File: src/rtl/adc_wr_arbiter.sv
// Shares the ADC data memory and header FIFO write ports between the command and acquisition paths.
// Optional write statistics counters are enabled by defining ADC_WR_STATS_EN.
module adc_wr_arbiter #(
  parameter int ADDR_W       = 12,
  parameter int DATA_W       = 32,
  parameter int ACQ_PRIORITY = 1
) (
  input  logic              clk,
  input  logic              resetN,
  input  logic              cmd_valid,
  output logic              cmd_ready,
  input  logic [7:0]        cmd_reg,
  input  logic [DATA_W-1:0] cmd_data,
  input  logic              acq_valid,
  output logic              acq_ready,
  input  logic              acq_is_hdr,
  input  logic [ADDR_W-1:0] acq_addr,
  input  logic [DATA_W-1:0] acq_data,
  input  logic              acq_last,
  input  logic              hdr_fifo_full,
  output logic              ADC_data_mem_wea,
  output logic [ADDR_W-1:0] ADC_data_mem_addra,
  output logic [DATA_W-1:0] ADC_data_mem_dina,
  output logic [DATA_W-1:0] ADC_header_fifo_din,
  output logic              ADC_header_fifo_wr_en,
  output logic [ADDR_W-1:0] addr_ptr,
  output logic              acq_active,
  output logic [15:0]       mem_wr_cnt,
  output logic [15:0]       hdr_wr_cnt
);

  localparam logic [1:0] S_IDLE     = 2'd0;
  localparam logic [1:0] S_ACQ      = 2'd1;
  localparam logic [1:0] S_CMD      = 2'd2;
  localparam logic [1:0] S_CMD_SLOT = 2'd3;

  logic [1:0] state, state_nxt;
  logic       grant_acq, grant_cmd;
  logic       cmd_ok, acq_ok, pick_acq;
  logic       cmd_xfer, acq_xfer;

  // Grant decision: IDLE picks a winner and grants it in the same cycle;
  // ACQ holds the lock until the last word; CMD/CMD_SLOT serve one command.
  always_comb begin
    cmd_ok    = cmd_valid & ~((cmd_reg == 8'd15) & hdr_fifo_full);
    acq_ok    = acq_valid & ~(acq_is_hdr & hdr_fifo_full);
    pick_acq  = acq_valid & (~cmd_valid | (ACQ_PRIORITY != 0));
    grant_acq = 1'b0;
    grant_cmd = 1'b0;
    state_nxt = state;
    case (state)
      S_IDLE: begin
        if (pick_acq) begin
          grant_acq = 1'b1;
          if (acq_ok & acq_last) state_nxt = cmd_valid ? S_CMD_SLOT : S_IDLE;
          else                   state_nxt = S_ACQ;
        end else if (cmd_valid) begin
          grant_cmd = 1'b1;
          state_nxt = cmd_ok ? S_IDLE : S_CMD;
        end
      end
      S_ACQ: begin
        grant_acq = 1'b1;
        if (acq_ok & acq_last) state_nxt = cmd_valid ? S_CMD_SLOT : S_IDLE;
      end
      S_CMD, S_CMD_SLOT: begin
        grant_cmd = 1'b1;
        if (cmd_ok | ~cmd_valid) state_nxt = S_IDLE;
      end
      default: state_nxt = S_IDLE;
    endcase
  end

  // Readiness is masked during reset so nothing can be accepted while held
  assign acq_ready  = resetN & grant_acq & acq_ok;
  assign cmd_ready  = resetN & grant_cmd & cmd_ok;
  assign acq_xfer   = acq_valid & acq_ready;
  assign cmd_xfer   = cmd_valid & cmd_ready;
  assign acq_active = (state == S_ACQ);

  always_ff @(posedge clk or negedge resetN) begin
    if (!resetN) state <= S_IDLE;
    else         state <= state_nxt;
  end

  always_ff @(posedge clk or negedge resetN) begin
    if (!resetN) begin
      ADC_data_mem_wea      <= 1'b0;
      ADC_data_mem_addra    <= '0;
      ADC_data_mem_dina     <= '0;
      ADC_header_fifo_din   <= '0;
      ADC_header_fifo_wr_en <= 1'b0;
      addr_ptr              <= '0;
    end else begin
      ADC_data_mem_wea      <= 1'b0;
      ADC_header_fifo_wr_en <= 1'b0;
      if (acq_xfer) begin
        if (acq_is_hdr) begin
          ADC_header_fifo_din   <= acq_data;
          ADC_header_fifo_wr_en <= 1'b1;
        end else begin
          ADC_data_mem_wea   <= 1'b1;
          ADC_data_mem_addra <= acq_addr;
          ADC_data_mem_dina  <= acq_data;
        end
      end
      if (cmd_xfer) begin
        case (cmd_reg)
          8'd13: addr_ptr <= cmd_data[ADDR_W-1:0];
          8'd14: begin
            ADC_data_mem_wea   <= 1'b1;
            ADC_data_mem_addra <= addr_ptr;
            ADC_data_mem_dina  <= cmd_data;
            addr_ptr           <= addr_ptr + 1'b1;
          end
          8'd15: begin
            ADC_header_fifo_din   <= cmd_data;
            ADC_header_fifo_wr_en <= 1'b1;
          end
          default: ;
        endcase
      end
    end
  end

`ifdef ADC_WR_STATS_EN
  logic [15:0] mem_cnt_q, hdr_cnt_q;

  // Saturating counters of write pulses actually issued
  always_ff @(posedge clk or negedge resetN) begin
    if (!resetN) begin
      mem_cnt_q <= '0;
      hdr_cnt_q <= '0;
    end else begin
      if (ADC_data_mem_wea && mem_cnt_q != 16'hFFFF)      mem_cnt_q <= mem_cnt_q + 16'd1;
      if (ADC_header_fifo_wr_en && hdr_cnt_q != 16'hFFFF) hdr_cnt_q <= hdr_cnt_q + 16'd1;
    end
  end

  assign mem_wr_cnt = mem_cnt_q;
  assign hdr_wr_cnt = hdr_cnt_q;
`else
  assign mem_wr_cnt = 16'd0;
  assign hdr_wr_cnt = 16'd0;
`endif

endmodule

File: config.mk
export PLATFORM = sky130hd
export DESIGN_NAME = adc_wr_arbiter
export DESIGN_NICKNAME = d
export VERILOG_FILES = /design/src/rtl/adc_wr_arbiter.sv
export SDC_FILE = /design/constraint.sdc
export NUM_CORES = 1
export LEC_CHECK = 0
export CAP_MARGIN = 10
export CORE_ASPECT_RATIO = 0.5
export CORE_UTILIZATION = 23
export DETAILED_ROUTE_END_ITERATION = 10
export GPL_ROUTABILITY_DRIVEN = 0
export SLEW_MARGIN = 15
export SYNTH_ARGS = -nofsm -noshare
export SYNTH_HDL_FRONTEND = slang
export SYNTH_SLANG_ARGS = --single-unit
File: constraint.sdc
create_clock -name clk -period 6.45 [get_ports clk]
set_input_delay 1.29 -clock clk [delete_from_list [all_inputs] [get_ports clk]]
set_output_delay 1.29 -clock clk [all_outputs]
set_load 0.05 [all_outputs]
* Word level (Yosys, flattened, before mapping)
Index checks and enable logic that the tools add are counted.
** Storage, ports and cells
- Register bits after elaboration :: 92
- Latch bits :: 0
- Bits in writable memories :: 0
- Bits in read-only memories :: 0
- Input bits :: 91
- Output and inout bits :: 125
- Logic and storage cells :: 71
- Memories kept :: 0
** Cells by class
- $add $sub $neg :: 1
- Multiply operators :: 0
- Div/mod/pow operators :: 0
- $lt $le $gt $ge :: 0
- Equality and inequality tests :: 9
- Shifts and indexed selects :: 0
- Multiplexer cells :: 34
- Bitwise gates (word level) :: 15
- Reductions and logical operators :: 5
** Operators with widths (count)
- $mux 32 :: 8
- $mux 12 :: 4
- $eq 8x4->1 const B :: 3
- $pmux 12 s2 :: 1
- $mux 2 :: 7
- $add 12x1->12 const B :: 1
- $and 1x1->1 :: 11
- $mux 1 :: 11
- $pmux 2 s3 :: 1
- $eq 2x2->1 const B :: 2
- $pmux 1 s2 :: 2
- $ne 3x3->1 const B :: 1
- $not 1->1 :: 3
- $reduce_and 3->1 :: 1
- $eq 2x1->1 const B :: 1
- $logic_not 2->1 :: 1
- $ne 2x1->1 const B :: 1
- $ne 2x2->1 const B :: 1
- $reduce_and 2->1 :: 1
- $reduce_bool 2->1 :: 1
- $reduce_or 2->1 :: 1
- $or 1x1->1 :: 1

* Depth between registers and ports, before layout
- Depth after elaboration :: 8
- Gate-level depth with buffers :: 7
- Gate-level depth less buffers :: 5

* Worst setup path after synthesis
Ideal clock, no wire load.
- Path kind :: input -> output
- From :: in acq_valid
- To :: out cmd_ready
- Arrival time :: 2.637 ns
- Required time :: 5.160 ns
- Path slack :: 2.523 ns
- Cell stages on the path :: 2
- Path buffers :: 0
- Cell sequence :: o21bai_1 > nor3b_1
** Between the ends
- Longest elaborated chain between the ends :: 4
** RTL lines
- start: declaration :: line 14 : input logic acq_valid,
- $mux 1 :: line 53 : if (pick_acq) begin
- $pmux 1 s2 :: line 51 : case (state)
- $and 1x1->1 (2 in series) :: line 76 : assign cmd_ready = resetN & grant_cmd & cmd_ok;
- end: declaration :: line 11 : output logic cmd_ready,
Every way passes these cells.

* Worst setup path after layout
- From :: in cmd_reg[5]
- To :: out cmd_ready
** Between the ends
- Longest elaborated chain between the ends :: 5
** RTL lines
- start: declaration :: line 12 : input logic [7:0] cmd_reg,
- $eq 8x4->1 :: line 45 : cmd_ok = cmd_valid & ~((cmd_reg == 8'd15) & hdr_fifo_full);
- $and 1x1->1 :: line 45
- $not 1->1 :: line 45
- $and 1x1->1 :: line 45
- $and 1x1->1 :: line 76
Every way passes these cells.

==> flow_summary.ini <==
[clocking]
insertion_delay_ps = 350
clock-sinks = 92
post_cts_buffers = 0
clkTransAtPathRegs_ps = 60
cts-root-buf = clkbuf_16
numCtsBuffers = 9
cts_tree = yes
cts_max_path_buffers = 2
h-tree-depth = 3
cts_hold_repair.buffers = 0
cts_resized = 0

[synth]
synth_edf_count = 0
synth_common_cells = mux2_2 (112), dfrtp_1 (92), mux2_4 (39)
synth_area_um2 = 5260
synth_flop_cell = dfrtp_1
yosysMostFrequentCell = mux2_2
yosysTopAreaCellShare_pct = 43.7
synthTopCellsByArea = dfrtp_1 (44%), mux2_2 (24%), mux2_4 (11%)
ys_ff_latch = 92
async_flop_share_pct = 100
yosysTopAreaCell = dfrtp_1
syn_inst = 398
synth_cell_types = 47
syn_area_per_cell_um2 = 13.2
yosysWarnings = 0
yosysSeqAreaShare_pct = 43.7

[floorplan]
chipWidth_um = 216
design.core.area_um2 = 22100
rows = 38
die_h_um = 109
ios = 216
die_area_um2 = 23500
start_util_pct = 23.9

[hold_path]
whs_path_depth = 2
hold_class = flip-flop to flip-flop
min_from = state[0]$_DFFE_PN0P_
min_to = state[0]$_DFFE_PN0P_

[detailed_routing]
viasPerCell = 4.25
route.detailed.drc = 0
vias = 3735
avgRoutedWirePerCell_um = 16.7
dr.pass1.iters = 4
ant_nets = 0
wirelength_um = 14600
drt_iter0_markers = 206

[global_route]
antenna_found_initial = 1
grt_remaining_overflow = 0
track_usage_pct = 12.6
grt_pass1_wl_um = 22600
grt_start_max_net_pins = 64
grt_pass1_vias = 3954

[setup_path]
path_common_cell = clkdlybuf4s50_1
r2r-end = ADC_data_mem_dina[25]$_DFF_PN0_
endpoint_kind = output port
crit_start = cmd_reg[5]
required_ps = 5160
slowest_stage = clkdlybuf4s50_1
r2r_slack_ps = 3630
cp_cell_sequence = clkdlybuf4s50_1 -> or4_4 -> nor3_1 -> nor3b_1 -> clkdlybuf4s50_1
cp_top_family = buffers and inverters
worst-path-buf-inv = 2
crit_path_max_fanout = 5
critPathMaxStageDelay_ps = 710
cp_data_arrival_time_ps = 3430
reg2reg_from = state[1]$_DFFE_PN0P_
ff2ff_path_depth = 4
startpoint_type = input port
critPathKind = input port to output port

[pwr]
power_frac_seq_pct = 32.6
power.share.combinational_pct = 43.0
switching_power_w = 0.000871
leakage_nw = 3.14
p_clk_share_pct = 24.4
ir_drop_v = 0.000121
swShare_pct = 38.5
p_per_area_nw_per_um2 = 301
intPower_w = 0.00139

[sta]
rsz0062_at_grt = false
finClkSkew_ps = 11.7
max_slew.worst_pin.slew_ps = 973
fmax_mhz = 212
max_slew_margin_pct = 35.2
setup_slack_ps = 1730
slew_violations = 0
holdWs_ps = 545
hold_violations = 0
final.period_utilization_pct = 73.2
setup_viol = 0
fin_setup_tns_ps = 0
finalCriticalPeriod_ps = 4720

[layout]
drive_above_1_share_pct = 31.3
final-instance-count-excl-fill = 878
nFillCells = 2212
fin_nets = 665
final_cell_area_um2 = 7520
area_growth_pct = 42.8
num_antenna_cells = 0

[job]
maxCapViolations = 0

[place]
io_buffers = 183
dp_cells = 862
pre_cts_ws_ps = 1730
dp_hpwl_um = 10500
dpl_cell_area_um2 = 7220

[run_status]
outcome = finished, final reports clean
## layout make-up
| class | count | area [µm²] | area share [%] |
|---|---|---|---|
| clock buffers | 9 | 225 | 3.00 |
| clock inverters | 7 | 73.8 | 0.982 |
| flip-flops and latches | 92 | 2300 | 30.6 |
| multi-input cells | 277 | 2640 | 35.2 |
| inverters | 2 | 7.51 | 0.0999 |
| repair buffers | 191 | 1890 | 25.1 |
| well taps | 300 | 375 | 4.99 |
## placed cells by master, fill, tap and decap left out, types with 3 or more instances in the layout
| cell | instances |
|---|---|
| and4_1 | 3 |
| nor2_1 | 4 |
| mux2_2 | 112 |
| a2bb2oi_1 | 8 |
| dfrtp_1 | 92 |
| o22ai_1 | 3 |
| mux2_4 | 39 |
| a21oi_1 | 3 |
| mux2i_1 | 3 |
| nand2_1 | 6 |
| buf_4 | 9 |
| o22a_1 | 4 |
| o21ai_0 | 6 |
| a211oi_1 | 9 |
| clkdlybuf4s50_1 | 182 |
| nand4_1 | 6 |
| nor3_1 | 3 |
| conb_1 | 32 |
| clkbuf_16 | 9 |
| nand3_1 | 9 |
| and3_1 | 3 |
## state kept, by name, summed over array words and instances, names as in the netlist
register,flops
addr_ptr,12
ADC_header_fifo_din,32
ADC_header_fifo_wr_en,1
state,2
ADC_data_mem_addra,12
ADC_data_mem_dina,32
ADC_data_mem_wea,1
## worst register-to-register path, cell delays in order, from the launching register on
cell and delay (ps):
dfrtp_1 450, o21bai_1 190, or4b_1 790, nand2b_4 730, mux2_4 530
## kinds of logic after synthesis
| family | after synthesis | synth area share (%) |
|---|---|---|
| flops | 92 | 43.7 |
| other cells | 1 | 0.0713 |
| fa+ha+maj | 1 | 0.238 |
| compound gates | 39 | 5.37 |
| xor+xnor | 1 | 0.166 |
| simple gates | 49 | 6.02 |
| buf+inv | 60 | 8.51 |
| mux | 155 | 35.9 |
## metrics by stage
stage,power [W],utilization [%]
2_1_floorplan,0.00140,-
3_3_place_gp,0.00172,32.7
3_5_place_dp,0.00173,32.7
4_1_cts,0.00229,34.1
5_1_grt,0.00236,34.1
6_report,0.00226,34.1
## worst max path at each step
stage,to,slack (ps),cells after the start
floorplan,cmd_ready,2520,2
global placement,cmd_ready,1760,5
detailed placement,cmd_ready,1730,5
CTS,cmd_ready,1720,5
global route,cmd_ready,1650,5
finish,cmd_ready,1730,5
## power by group through the flow
stage	logic, W	registers (W)	clock network (W)
3_5_place_dp	0.000981	0.000748	0
3_3_place_gp	0.000972	0.000746	0
2_1_floorplan	0.000289	0.00111	0
5_1_grt	0.00102	0.000753	0.000592
6_report	0.000972	0.000737	0.000551
4_1_cts	0.000983	0.000738	0.000573
## layer usage
layer | GRT usage [%] | vias up | wire [µm]
met5 | 0 | - | 0
met4 | 2.92 | 0 | 120
met3 | 3.46 | 10 | 583
met2 | 23.5 | 60 | 7940
met1 | 14.5 | 1919 | 6010
li1 | - | 1746 | -
Note: power is estimated with default switching activity, not from simulation.
